File: src/rtl/inst_fetch_unit.sv
// inst_fetch_unit: instruction fetch stage with one-request-in-flight imem handshake, hold buffer and IF/ID register
//   in : clk, rst, stall, redirect_valid, redirect_pc[31:0], imem_ready, imem_rvalid, imem_rdata[31:0]
//   out: imem_req, imem_addr[31:0], inst_id[31:0], pc_id[31:0], valid_id
module inst_fetch_unit #(
  parameter logic [31:0] RESET_PC = 32'h0000_0000,
  parameter logic [31:0] NOP_INST = 32'h0000_0013
) (
  input  logic        clk,
  input  logic        rst,
  input  logic        stall,
  input  logic        redirect_valid,
  input  logic [31:0] redirect_pc,
  output logic        imem_req,
  output logic [31:0] imem_addr,
  input  logic        imem_ready,
  input  logic        imem_rvalid,
  input  logic [31:0] imem_rdata,
  output logic [31:0] inst_id,
  output logic [31:0] pc_id,
  output logic        valid_id
);
  typedef enum logic [1:0] {FETCH, WAIT, DRAIN} state_t;
  state_t      state_q, state_d;
  logic [31:0] pc_f_q, pc_f_d, pc_req_q, pc_req_d;
  logic [31:0] buf_inst_q, buf_inst_d, buf_pc_q, buf_pc_d;
  logic [31:0] inst_q, inst_d, pc_id_q, pc_id_d;
  logic        buf_valid_q, buf_valid_d, valid_q, valid_d;
  logic        rsp;
  logic [31:0] redir;
  assign redir     = redirect_pc & ~32'd3;
  assign imem_req  = (state_q == FETCH) & ~buf_valid_q & ~redirect_valid & ~rst;
  assign imem_addr = pc_f_q;
  // only a response that arrives while waiting belongs to a live request
  assign rsp       = (state_q == WAIT) & imem_rvalid;
  assign inst_id   = inst_q;
  assign pc_id     = pc_id_q;
  assign valid_id  = valid_q;
  always_comb begin
    state_d     = state_q;
    pc_f_d      = redirect_valid ? redir : pc_f_q;
    pc_req_d    = pc_req_q;
    buf_inst_d  = buf_inst_q;
    buf_pc_d    = buf_pc_q;
    buf_valid_d = buf_valid_q;
    inst_d      = inst_q;
    pc_id_d     = pc_id_q;
    valid_d     = valid_q;
    case (state_q)
      FETCH: if (imem_req & imem_ready) begin
        pc_req_d = pc_f_q;
        pc_f_d   = pc_f_q + 32'd4;
        state_d  = WAIT;
      end
      WAIT:    state_d = imem_rvalid ? FETCH : (redirect_valid ? DRAIN : WAIT);
      DRAIN:   state_d = imem_rvalid ? FETCH : DRAIN;
      default: state_d = FETCH;
    endcase
    if (redirect_valid) begin
      inst_d      = NOP_INST;
      valid_d     = 1'b0;
      buf_valid_d = 1'b0;
    end else if (stall) begin
      if (rsp) begin
        buf_valid_d = 1'b1;
        buf_inst_d  = imem_rdata;
        buf_pc_d    = pc_req_q;
      end
    end else if (buf_valid_q) begin
      inst_d      = buf_inst_q;
      pc_id_d     = buf_pc_q;
      valid_d     = 1'b1;
      buf_valid_d = 1'b0;
    end else if (rsp) begin
      inst_d  = imem_rdata;
      pc_id_d = pc_req_q;
      valid_d = 1'b1;
    end else begin
      inst_d  = NOP_INST;
      valid_d = 1'b0;
    end
  end
  always_ff @(posedge clk) begin
    if (rst) begin
      state_q     <= FETCH;
      pc_f_q      <= RESET_PC;
      pc_req_q    <= 32'd0;
      buf_inst_q  <= 32'd0;
      buf_pc_q    <= 32'd0;
      buf_valid_q <= 1'b0;
      inst_q      <= NOP_INST;
      pc_id_q     <= 32'd0;
      valid_q     <= 1'b0;
    end else begin
      state_q     <= state_d;
      pc_f_q      <= pc_f_d;
      pc_req_q    <= pc_req_d;
      buf_inst_q  <= buf_inst_d;
      buf_pc_q    <= buf_pc_d;
      buf_valid_q <= buf_valid_d;
      inst_q      <= inst_d;
      pc_id_q     <= pc_id_d;
      valid_q     <= valid_d;
    end
  end
endmodule

File: config.mk
export PLATFORM = sky130hd
export DESIGN_NAME = inst_fetch_unit
export DESIGN_NICKNAME = d
export VERILOG_FILES = /design/src/rtl/inst_fetch_unit.sv
export SDC_FILE = /design/constraint.sdc
export NUM_CORES = 1
export LEC_CHECK = 0
export CORE_ASPECT_RATIO = 1.5
export CORE_MARGIN = 1
export CORE_UTILIZATION = 50
export DETAILED_ROUTE_END_ITERATION = 16
export PLACE_DENSITY_LB_ADDON = 0.3
export SLEW_MARGIN = 20
export SYNTH_ARGS = -nofsm -noshare
export SYNTH_HDL_FRONTEND = slang
export SYNTH_SLANG_ARGS = --single-unit
File: constraint.sdc
create_clock -name clk -period 4.98 [get_ports clk]
set_input_delay 0.747 -clock clk [delete_from_list [all_inputs] [get_ports clk]]
set_output_delay 0.747 -clock clk [all_outputs]
set_load 0.01 [all_outputs]
# Word-level counts from Yosys, hierarchy flattened
# Index checks and enable logic that the tools add are counted.
[op_classes]
add_sub_neg = 1
muxes = 14
eq_ne = 3
bitwise_logic = 9
n_reduce_logical = 7
[op_table]
columns = ["operator", "count"]
rows = [
  ["32-bit 2-to-1 mux", 7],
  ["32-bit by 3-bit adder with 32-bit output, second input constant", 1],
  ["2-bit 2-to-1 mux", 4],
  ["2-bit one-hot mux with 3 select lines", 1],
  ["3-bit AND reduction", 2],
  ["1-bit AND", 5],
  ["1-bit inverter", 4],
  ["3-bit OR reduction", 1],
  ["2-bit by 1-bit == test with 1-bit output, second input constant", 1],
  ["2-bit == test, second input constant", 1],
  ["2-bit zero test", 1],
  ["1-bit 2-to-1 mux", 2],
  ["2-bit by 1-bit != test with 1-bit output, second input constant", 1],
  ["2-bit AND reduction", 1],
  ["2-bit nonzero test", 1],
  ["2-bit OR reduction", 1],
]
[word_totals]
elab_cells = 43
out_inout_bits = 98
ff_bits = 196

# Logic depth before layout (Yosys ltp)
[depth]
word_depth = 7
mapped_depth = 8

# Worst setup path before layout
# OpenSTA, ideal clock, no wires.
[synth_path]
path_kind = "input-to-output"
startpoint = "input port rst"
endpoint = "output port imem_req"
arrival_ns = 1.708
required_ns = 4.233
path_buffers = 2
path_stages = 4
slack_ns = 2.525
path_cell_list = "clkbuf_1 -> or2_2 -> clkbuf_1 -> nor4_1"
[synth_via]
elab_chain_cells = 2
[synth_rtl]
columns = ["item", "line_no", "source"]
rows = [
  ["start: declaration", "9", "input logic rst,"],
  ["1-bit inverter", "31", "assign imem_req = (state_q == FETCH) & ~buf_valid_q & ~redirect_valid & ~rst;"],
  ["1-bit AND", "31", ""],
  ["end: declaration", "13", "output logic imem_req,"],
]
# Every way passes these cells.

# Worst setup path after layout
# Ends and elaborated chain as after synthesis.

==> metrics.md <==
| Metric | Value |
|---|---|
| Root Driver | clkbuf_16 |
| Crit path DAT | 2.47 ns |
| Sequential Power Share | 50.4% |
| Avg Inst Size Synth | 8.371 um2 |
| # rows | 55 |
| Comb pwr share | 7.6% |
| Post-CTS Setup Bufs | 0 |
| Num CTS Buffers | 17 |
| Synth warn | 0 |
| Vias in the first global route | 6639 |
| Post-DP HPWL | 13.31 mm |
| Post-synth top area share | 49.65% |
| Starting Density | 51.73% |
| First drt pass iteration count | 5 |
| Top cells by area, synth | dfxtp_1 (50%), nand2_1 (11%), a21oi_1 (7.6%), mux2i_1 (7.6%), a211oi_1 (3.6%) |
| Post-Syn Instances | 944 |
| Share of layout cells above drive strength 1 | 5.365% |
| Total Die Area | 0.01632 mm2 |
| CTS Buffer Depth | 2 |
| Most used DFF post-synth | dfxtp_1 |
| Mapped cell area | 0.007903 mm2 |
| Skew-Pair Late Insertion Delay | 0.43 ns |
| Average wire per standard cell | 15.71 um |
| VDD IR-drop max | 196.8 uV |
| Yosys reg bits | 196 |
| Int Pwr | 0.002406 W |
| Routed Antenna Nets | 0 |
| I/O Pins | 168 |
| Slew Viols, Final | 0 |
| First-pass GRT wire length | 32.33 mm |
| RSZ-0062 raised after global routing | false |
| Slew margin rel. | 27.45% |
| Power Density | 317.3 mW/mm2 |
| Core Util, Final | 66.93% |
| Min-delay worst type | flop to flop |
| Uppermost routed layer | met4 |
| Post-layout min period | 3.221 ns |
| Global router's overall resource usage | 24.83% |
| Hold Crit Depth | 2 |
| Final hold vios | 0 |
| PortBufs | 165 |
| CP required | 4.23 ns |
| N_diodes | 0 |
| Wire length on met3 | 840 um |
| EDFF count, synth | 0 |
| Ys async rst share | 0% |
| Post-synthesis sequential area ratio | 49.65% |
| Setup_tns | 0 ns |
| Initial DRC Count | 356 |
| Hold EP | valid_id |
| Count leader, synth | nand2_1 |
| Total chip power | 0.003244 W |
| H-tree levels | 4 |
| Final setup vio count | 0 |
| P_sw | 0.0008380 W |
| Kind of launch point of the worst setup path | input port |
| Final wirelength | 20.11 mm |
| R2R depth | 5 |
| CTS tree | built |
| Die Width | 104.7 um |
| Leakage | 3.316 nW |
| R2r setup slk | 2.57 ns |
| CP Capture Type | output port |
| Clk sinks | 196 |
| DR vias | 7015 |
| R2R Path End | imem_addr[30] |
| CTS Hold Buffers Added | 0 |
| Vias per Instance | 5.480 |
| Met1 WL | 8.049 mm |
| Die Y | 156.0 um |
| Layout area overhead | 29.39% |
| Post-cts sizing count | 0 |
| Slowest cell on crit path | clkdlybuf4s50_1 |
| # nets final | 1139 |
| Achievable Freq | 310.5 MHz |
| Antenna violations before repair | 0 |
| # DRC | 0 |
| Status | finished, final reports clean |
| Synth cell count leaders | nand2_1 (238), dfxtp_1 (196), a21oi_1 (120) |
| Clock skew | 0.01387 ns |
| Worst-path cell chain | buf_4, or2_2, nor4_1, clkdlybuf4s50_1 |
| Unique masters post-synth | 43 |
| Critical path class | input port to output port |
| RePlAce Congestion | 0.8791 |
| Syn Nets | 1015 |
| Metal2 WL | 10.81 mm |
| Reg2reg start | imem_addr[14] |
| Final Cycle Share | 64.67% |
| Clock power frac | 42.0% |
| Post-synth top area cell | dfxtp_1 |
| Worst-margin pin slew | 1.088 ns |
| Largest net degree at the start of global routing | 95 |
| Max_cap viols | 0 |
| WHS | 0.4476 ns |
| CORE AREA | 0.01528 mm2 |
| Clock-pin slew on the worst setup and hold paths | 0.08 ns |
| Critical path's largest stage delay | 0.61 ns |
| Worst-path maximum fanout | 66 |
| Global route overflow | 0 |
| Hold_sp | valid_id |
| Sw Ratio | 25.83% |
## power by group through the flow
| stage | logic [W] | registers, W | clock network (W) |
|---|---|---|---|
| CTS | 0.000247 | 0.00164 | 0.00139 |
| detailed placement | 0.000245 | 0.00167 | 0 |
| global route | 0.000268 | 0.00164 | 0.00145 |
| finish | 0.000246 | 0.00164 | 0.00136 |
| floorplan | 0.000109 | 0.00167 | 0 |
| global placement | 0.000243 | 0.00167 | 0 |
## cell type report
class                   count  area [um2]
repair buffers            174        1712
flip-flops and latches    196        3928
multi-input cells         665        3682
clock inverters            15       176.4
well taps                 199       249.0
fillers                  1297        5052
clock buffers              17       425.4
inverters                  14       52.55
## logic make-up after synthesis
group	Yosys count	share of synthesized area, %
AND/OR/NAND/NOR	367	19.95
AO/OA/AOI/OAI	211	15.61
flip-flops	196	49.65
buffers and inverters	83	4.021
multiplexers	64	8.170
XOR/XNOR	22	2.438
adder cells (fa/ha/maj)	1	0.1583
## stage by stage
step	instance area, um2	setup WS, ns	std cells
after global routing	10220	1.700	1280
after global placement	9623	1.737	1248
final	10220	1.759	1280
after CTS	10220	1.732	1280
after floorplan	7903	2.525	944
after detailed placement	9623	1.733	1248
## critical path, delay by kind of cell
kind,cells,cell delay (ns)
simple gates,2,0.80
buf+inv,2,0.92
## per-layer routing
layer  up-vias  GRT usage [%]
li1       3469              -
met1      3331          27.49
met2       186          47.05
met3        29          4.344
met4         0          9.054
met5         -              0
## state kept, by name, indices dropped and copies added, names as in the netlist, 2 cells and up
name        count
buf_inst_q     32
buf_pc_q       32
imem_addr      32
inst_id        32
pc_id          32
pc_req_q       32
state_q         2
## cell usage in the layout, fill, tap and decap left out, drive strengths merged, types with 2 or more instances in the layout
| master | netlist | layout |
|---|---|---|
| nand3 | 15 | 15 |
| o21ai | 25 | 25 |
| and2 | 4 | 4 |
| nand3b | 3 | 3 |
| a21oi | 120 | 120 |
| a31oi | 2 | 2 |
| a221oi | 5 | 5 |
| mux2 | 4 | 4 |
| buf | 7 | 11 |
| and3 | 5 | 5 |
| or2 | 4 | 4 |
| nand4 | 10 | 10 |
| dfxtp | 196 | 196 |
| nor3 | 12 | 12 |
| nor4 | 6 | 6 |
| o311ai | 2 | 2 |
| nand2b | 2 | 2 |
| inv | 14 | 22 |
| nand2 | 238 | 238 |
| clkinv | 0 | 5 |
| xor2 | 8 | 8 |
| clkbuf | 62 | 17 |
| xnor2 | 14 | 14 |
| o22a | 3 | 3 |
| a211oi | 38 | 38 |
| nor2 | 51 | 51 |
| o211ai | 2 | 2 |
| clkdlybuf4s50 | 0 | 163 |
| o21a | 12 | 12 |
| nor2b | 10 | 10 |
| nor4b | 2 | 2 |
| clkinvlp | 0 | 2 |
| mux2i | 60 | 60 |
## how the worst max path moves through the flow
| stage | slack [ns] | start | to | cells after the start |
|---|---|---|---|---|
| after global placement | 1.74 | rst | imem_req | 4 |
| after detailed placement | 1.73 | rst | imem_req | 4 |
| after CTS | 1.73 | rst | imem_req | 4 |
| final | 1.76 | rst | imem_req | 4 |
| after global routing | 1.70 | rst | imem_req | 4 |
| after floorplan | 2.53 | rst | imem_req | 4 |
(Power assumes the default switching activity.)
